$ cat src/rtl/uart_pkg.sv
// rtl/uart_pkg.sv - shared UART timing constants and serializer state encoding
package uart_pkg;

  localparam int CYCLE_1S   = 50_000_000;
  localparam int BAUDRATE   = 115_200;
  // 50 MHz / 115200 rounded down to a whole cycle count per bit
  localparam int CYCLE_UART = 434;

  typedef enum logic [1:0] {
    ST_IDLE,
    ST_START,
    ST_DATA,
    ST_STOP
  } tx_state_t;

endpackage

$ cat src/rtl/uart_tx_fifo_if.sv
// rtl/uart_tx_fifo_if.sv - byte write handshake between a producer and the UART transmitter
interface uart_tx_fifo_if;

  logic [7:0] wr_data;
  logic       wr_valid;
  logic       wr_ready;

  modport master (
    output wr_data,
    output wr_valid,
    input  wr_ready
  );

  modport slave (
    input  wr_data,
    input  wr_valid,
    output wr_ready
  );

endinterface

$ cat src/rtl/sync_fifo.sv
// rtl/sync_fifo.sv - single-clock FIFO with an explicit occupancy register
module sync_fifo #(
  parameter  int WIDTH = 8,
  parameter  int DEPTH = 16,
  localparam int AW    = $clog2(DEPTH)
) (
  input  logic             clk,
  input  logic             res,
  input  logic             push,
  input  logic [WIDTH-1:0] push_data,
  input  logic             pop,
  output logic [WIDTH-1:0] pop_data,
  output logic             full,
  output logic             empty,
  output logic [AW:0]      count
);

  localparam logic [AW:0] FULL_CNT = DEPTH[AW:0];

  logic [WIDTH-1:0] mem [DEPTH];
  logic [AW-1:0]    wr_ptr;
  logic [AW-1:0]    rd_ptr;
  logic             do_push;
  logic             do_pop;

  // Full is decided from the registered count only, so a pop in the same
  // cycle never opens room for a push into a full FIFO.
  assign full     = (count == FULL_CNT);
  assign empty    = (count == '0);
  assign do_push  = push && !full;
  assign do_pop   = pop && !empty;
  assign pop_data = mem[rd_ptr];

  // Storage array; contents need no reset because count gates every read.
  always_ff @(posedge clk) begin
    if (do_push) begin
      mem[wr_ptr] <= push_data;
    end
  end

  // Pointers wrap naturally at DEPTH; count tracks occupancy independently.
  always_ff @(posedge clk or posedge res) begin
    if (res) begin
      wr_ptr <= '0;
      rd_ptr <= '0;
      count  <= '0;
    end else begin
      if (do_push) begin
        wr_ptr <= wr_ptr + 1'b1;
      end
      if (do_pop) begin
        rd_ptr <= rd_ptr + 1'b1;
      end
      case ({do_push, do_pop})
        2'b10:   count <= count + 1'b1;
        2'b01:   count <= count - 1'b1;
        default: count <= count;
      endcase
    end
  end

endmodule

$ cat src/rtl/uart_tx_fifo.sv
// rtl/uart_tx_fifo.sv - FIFO-buffered 8N1 UART transmitter
module uart_tx_fifo
  import uart_pkg::*;
#(
  parameter  int CYCLE_BIT = CYCLE_UART,
  parameter  int DEPTH     = 16,
  localparam int AW        = $clog2(DEPTH)
) (
  input  logic                 clk,
  input  logic                 res,
  uart_tx_fifo_if.slave        wr,
  output logic                 uart_tx,
  output logic                 busy,
  output logic [AW:0]          count
);

  localparam int            CW       = (CYCLE_BIT > 1) ? $clog2(CYCLE_BIT) : 1;
  localparam logic [CW-1:0] CYC_LAST = CW'(CYCLE_BIT - 1);

  tx_state_t     state, state_n;
  logic [CW-1:0] cyc, cyc_n;
  logic [2:0]    bit_idx, bit_idx_n;
  logic [7:0]    shift, shift_n;
  logic          tx_n;
  logic          pop;
  logic [7:0]    pop_data;
  logic          full;
  logic          empty;
  logic          bit_end;

  sync_fifo #(
    .WIDTH (8),
    .DEPTH (DEPTH)
  ) u_fifo (
    .clk       (clk),
    .res       (res),
    .push      (wr.wr_valid),
    .push_data (wr.wr_data),
    .pop       (pop),
    .pop_data  (pop_data),
    .full      (full),
    .empty     (empty),
    .count     (count)
  );

  assign wr.wr_ready = !full;
  assign busy        = (state != ST_IDLE) || !empty;
  assign bit_end     = (cyc == CYC_LAST);

  // Serializer registers; the pin itself is a flop so it never glitches and
  // returns high the moment reset is asserted.
  always_ff @(posedge clk or posedge res) begin
    if (res) begin
      state   <= ST_IDLE;
      cyc     <= '0;
      bit_idx <= '0;
      shift   <= '0;
      uart_tx <= 1'b1;
    end else begin
      state   <= state_n;
      cyc     <= cyc_n;
      bit_idx <= bit_idx_n;
      shift   <= shift_n;
      uart_tx <= tx_n;
    end
  end

  // Next-state logic; tx_n is the line level for the cycle after the edge,
  // which lets a pop and the falling start edge land on the same clock.
  always_comb begin
    state_n   = state;
    cyc_n     = cyc;
    bit_idx_n = bit_idx;
    shift_n   = shift;
    tx_n      = 1'b1;
    pop       = 1'b0;

    case (state)
      ST_IDLE: begin
        if (!empty) begin
          pop     = 1'b1;
          shift_n = pop_data;
          cyc_n   = '0;
          state_n = ST_START;
          tx_n    = 1'b0;
        end
      end

      ST_START: begin
        tx_n = 1'b0;
        if (bit_end) begin
          cyc_n     = '0;
          bit_idx_n = '0;
          state_n   = ST_DATA;
          tx_n      = shift[0];
        end else begin
          cyc_n = cyc + 1'b1;
        end
      end

      ST_DATA: begin
        tx_n = shift[bit_idx];
        if (bit_end) begin
          cyc_n = '0;
          if (bit_idx == 3'd7) begin
            state_n = ST_STOP;
            tx_n    = 1'b1;
          end else begin
            bit_idx_n = bit_idx + 3'd1;
            tx_n      = shift[bit_idx + 3'd1];
          end
        end else begin
          cyc_n = cyc + 1'b1;
        end
      end

      ST_STOP: begin
        tx_n = 1'b1;
        if (bit_end) begin
          cyc_n = '0;
          if (!empty) begin
            // Back-to-back frame: straight into the next start bit.
            pop     = 1'b1;
            shift_n = pop_data;
            state_n = ST_START;
            tx_n    = 1'b0;
          end else begin
            state_n = ST_IDLE;
          end
        end else begin
          cyc_n = cyc + 1'b1;
        end
      end

      default: begin
        state_n = ST_IDLE;
      end
    endcase
  end

endmodule

$ cat src/flat_wrapper.sv
// flat-port wrapper written by rule: the top's interface ports become plain ports
module uart_tx_fifo_flat import uart_pkg::*;
#(
  parameter  int CYCLE_BIT = CYCLE_UART,
  parameter  int DEPTH     = 16,
  localparam int AW        = $clog2(DEPTH)
)
  (clk, res, uart_tx, busy, count, wr_wr_data, wr_wr_valid, wr_wr_ready);
  uart_tx_fifo_if wr_i ();
  input  logic clk;
  input  logic res;
  output logic uart_tx;
  output logic busy;
  output logic [AW:0] count;
  input wire logic [$bits(wr_i.wr_data)-1:0] wr_wr_data;
  input wire logic [$bits(wr_i.wr_valid)-1:0] wr_wr_valid;
  output wire logic [$bits(wr_i.wr_ready)-1:0] wr_wr_ready;
  assign wr_i.wr_data = wr_wr_data;
  assign wr_i.wr_valid = wr_wr_valid;
  assign wr_wr_ready = wr_i.wr_ready;
  uart_tx_fifo #(.CYCLE_BIT(CYCLE_BIT), .DEPTH(DEPTH)) u_core (.clk(clk), .res(res), .wr(wr_i), .uart_tx(uart_tx), .busy(busy), .count(count));
endmodule
$ cat config.mk
export PLATFORM = sky130hd
export DESIGN_NAME = uart_tx_fifo_flat
export DESIGN_NICKNAME = d
export VERILOG_FILES = /design/src/rtl/uart_pkg.sv /design/src/rtl/uart_tx_fifo_if.sv /design/src/rtl/sync_fifo.sv /design/src/rtl/uart_tx_fifo.sv /design/src/flat_wrapper.sv
export SDC_FILE = /design/constraint.sdc
export NUM_CORES = 1
export LEC_CHECK = 0
export BUFFER_PORTS_ARGS = -buffer_cell sky130_fd_sc_hd__buf_2
export CORE_AREA = 2 2 122 124
export CTS_CLUSTER_DIAMETER = 200
export DETAILED_ROUTE_END_ITERATION = 12
export DIE_AREA = 0 0 124 126
export GPL_ROUTABILITY_DRIVEN = 0
export MAX_ROUTING_LAYER = met4
export PLACE_DENSITY = 0.65
export SLEW_MARGIN = 20
export SYNTH_ARGS = -nofsm -noshare
export SYNTH_HDL_FRONTEND = slang
export SYNTH_SLANG_ARGS = --single-unit
export TNS_END_PERCENT = 50
$ cat constraint.sdc
create_clock -name clk -period 3.5 [get_ports clk]
set_clock_uncertainty 0.05 [all_clocks]
set_input_delay 0.7 -clock clk [delete_from_list [all_inputs] [get_ports clk]]
set_output_delay 0.7 -clock clk [all_outputs]
set_load 0.02 [all_outputs]
==> metrics list <==
- Number of global-route vias before repair: ~3700
- Buffers on Ports: 18
- Post-route cell area: a little under 8000 sq um
- Maximum buffer depth of the clock tree: 2
- The cell sitting at the root of the clock tree is a sky130_fd_sc_hd__clkbuf_16.
* Final critical-path setup slack: approximately 470 ps
- The max-slew violation count was 0.
- The first global-routing pass estimated 20100 um of wire.
- In this run the worst hold path is classified as input pin to asynchronous set/reset pin.
* Overall overflow remaining after global route: 0
* Mean Syn Cell Area: between 15 and 20 sq um
* Skew-Pair Late Insertion Delay: roughly 420 ps
- Type of destination of the critical path: flip-flop
- Placed Instance Area: just over 7000 sq um
* Number of synthesized flops with an enable pin: 128
- For this run, the post-layout net count is ~450.
- After layout, the minimum clock period comes to approximately 3000 ps.
- Setup violations remaining at the end of the flow were counted as 0.
- Required @ worst endpoint: between 3000 and 4000 ps
* Via-to-Cell Ratio: around 5.7
- Slew Limit Headroom: approximately two fifths
- Post-detailed-route wirelength per cell: between 15 and 20 um
* Detail Route Antenna Nets: 0
* CTS Hold Bufs: 0
- Via count: 3512
* FF+latch count, synth: 164
* Clock slew at reported path FFs: approximately 60 ps
- Floorplan row count: 44
- Ant diodes: 0
- For the final routed database, the setup TNS stands at 0 ps.
- Classification of the worst setup path: flip-flop to flip-flop
- Overall routed net length: between 10000 and 15000 um
- On the critical path, the stage with the largest delay is an instance of sky130_fd_sc_hd__nor4_1.
- Counting every net in the synthesized netlist gives ~420.
- In this run, distinct cell masters in the synthesized netlist total 47.
- For the pin with the worst max-slew slack, the measured transition is 892 ps.
* DR DRC count: 0
- Detailed placer's ending HPWL: about 8200 um
* Run status: finished clean
- The H-tree was split into 4 levels.
- TritonCTS built the clock tree.
- Measured along the x axis, the die boundary spans 124 um.
- After clock tree synthesis, the setup repair step added 0 buffers.
* Fill cell total of the finished layout: ~1100
- Crit path max fanout: 9
* Initial Util: 48.9%
* Synthesized area: about 7000 sq um
- Category of cells accounting for the largest share of critical-path delay: simple AND/OR/NAND/NOR gates
* End-of-flow core utilization: 54.7%
- Number of placed cells counting well taps: 588
- Number of buffers added by the clock tree synthesis step: 17
- Entering global routing, the biggest net connects 36 pins.
- The total area inside the core boundary comes to between 10000 and 15000 sq um.
- Across the VDD grid, the largest voltage drop is ~370 uV.
- Post-cts repair resize count: 0
* Setup repair after global routing missed its margin: false
* Starting DRT DRC Count: ~200
* Area grow syn2layout: 11.8%
- In the synthesized netlist the dominant register cell turns out to be sky130_fd_sc_hd__edfxtp_1.
* Crit path buf inv count: 2
* Power density over cell area: 591 nW/um^2
- Max-cap violations: 0
* Cell chain of the critical path: nor4_1, nand2_1, and2_1, inv_1, ha_1, inv_1, fa_1, nor2b_1, o21ai_0, and3_1, nor3_1, xnor2_1
- Warning count from the yosys run: 0
- LEAKAGE: ~2.8 nW
- Total die area: around 16000 sq um
- # clock sinks: roughly 160
- The die is about 130 um tall.
* Hold Vio Cnt, Final: 0
- Static timing analysis puts the maximum clock frequency at around 330 MHz.
- Worst endpoint data arrival time: around 3300 ps
- Dpl ws: around 460 ps
- Most Frequent Cell on Critical Path: sky130_fd_sc_hd__inv_1
- Slowest cell delay on critical path: 500 ps
- Kind of launch point of the worst setup path: flip-flop
* Proportion of register bits with asynchronous set or reset after synthesis: 22.0%
- Num ports: 19
* Post-synthesis instance total: ~390
- Fraction of the cycle the final worst path needs: 86.5%
* Length of the first detailed-routing pass in iterations: 4
* Layout cell share with drive strength beyond 1: between 20% and 30%
* GRT Resource Usage Total: 18.1%
* Sequential-to-total area share from yosys stat: roughly 68%
- Final std cells w/o fill: 620
- Number of antenna violations at the first check in global routing: 0
## synthesized netlist by cell type (all sizes together) (4+ instances only)
master  count  share of area [%]
dfrtp      35                 13
mux2i       5               0.71
edfxtp    128                 55
o21ai      22                1.6
xor2        4               0.50
inv        16               0.86
clkbuf      4               0.27
nand2      25                1.3
a21oi       4               0.29
nor3        9               0.64
mux4       43                 14
nor2       16               0.86
ha         18                3.2
mux2        9                1.4
xnor2       7               0.88
buf        11                1.4
and3        4               0.36
## state kept, by name (all words and copies together), names as in the netlist
register              count
u_core.bit_idx            3
u_core.cyc                9
u_core.shift              8
u_core.state              2
u_core.u_fifo.count       5
u_core.u_fifo.mem       128
u_core.u_fifo.rd_ptr      4
u_core.u_fifo.wr_ptr      4
u_core.uart_tx            1
## cell type report
| cell class | instances | area (sq um) | share of cell area (%) |
|---|---|---|---|
| repair buffers | 26 | 163 | 2.08 |
| inverters | 16 | 60.1 | 0.767 |
| multi-input cells | 198 | 2080 | 26.5 |
| clock buffers | 18 | 429 | 5.48 |
| flip-flops and latches | 164 | 4750 | 60.6 |
| well taps | 184 | 230 | 2.94 |
| clock inverters | 14 | 123 | 1.57 |
## where the power goes
| part | leakage [nW] | switching [mW] | internal, mW |
|---|---|---|---|
| logic | 0.901 | 0.322 | 0.184 |
| registers | 1.60 | 0.0948 | 2.31 |
| clock network | 0.264 | 0.793 | 0.929 |
## final timing paths
| path | startpoint | end | slack (ps) | cells after the start |
|---|---|---|---|---|
| max in group asynchronous | res | u_core.uart_tx | 2850 | 3 |
| setup / recovery | u_core.u_fifo.count[0] | u_core.u_fifo.count[4] | 470 | 12 |
| hold / removal | res | u_core.u_fifo.count[4] | 250 | 3 |
| min in group clk | u_core.cyc[7] | u_core.cyc[7] | 470 | 1 |
| hold reg to reg | u_core.cyc[7] | u_core.cyc[7] | 470 | 1 |
| setup reg to reg | u_core.u_fifo.count[0] | u_core.u_fifo.count[4] | 470 | 12 |
## tightest hold or removal path, stage by stage
cell and delay (ps):
sky130_fd_sc_hd__buf_2 100, sky130_fd_sc_hd__inv_1 60, sky130_fd_sc_hd__buf_4 230
## layout by cell type, fill, tap and decap left out, types with 5 or more instances in the layout
cell type                   synthesis  final
sky130_fd_sc_hd__o21ai_0           22     22
sky130_fd_sc_hd__mux2_2             9      9
sky130_fd_sc_hd__inv_1             16     16
sky130_fd_sc_hd__mux2i_1            5      5
sky130_fd_sc_hd__mux4_1            10     10
sky130_fd_sc_hd__dfrtp_1           35     34
sky130_fd_sc_hd__nor3_1             9      9
sky130_fd_sc_hd__buf_4              3      7
sky130_fd_sc_hd__clkbuf_16          0     17
sky130_fd_sc_hd__nand2_1           25     25
sky130_fd_sc_hd__edfxtp_1         128    128
sky130_fd_sc_hd__xnor2_1            7      7
sky130_fd_sc_hd__mux4_2            33     33
sky130_fd_sc_hd__nor2_1            16     16
sky130_fd_sc_hd__buf_2              2     18
sky130_fd_sc_hd__ha_1              18     18
## routing by layer
layer | up-vias | track usage, % | share of wire, %
met5 | - | - | 0
met4 | 0 | 6.54 | 1.5
met3 | 13 | 3.76 | 3.0
met2 | 58 | 28.6 | 51
met1 | 1828 | 23.6 | 44
li1 | 1613 | - | -
## metrics by stage
| step | power, mW | hold WS (ps) |
|---|---|---|
| 4_1_cts | 4.68 | 242 |
| 3_3_place_gp | 2.93 | 451 |
| 3_5_place_dp | 2.95 | 456 |
| 2_1_floorplan | 2.76 | 417 |
| 5_1_grt | 4.83 | 268 |
| 6_report | 4.63 | 250 |
## cell families (layout without fill, tap and decap cells)
logic type	count (synthesis)	after routing	synth area share, %
multiplexers	57	57	16.5
XOR/XNOR	11	11	1.38
AO/OA/AOI/OAI	43	43	3.75
buffers and inverters	31	74	2.52
adder cells (fa/ha/maj)	19	19	3.50
flip-flops	164	164	67.8
AND/OR/NAND/NOR	68	68	4.52
No activity file was read; power rests on OpenSTA's default activity.
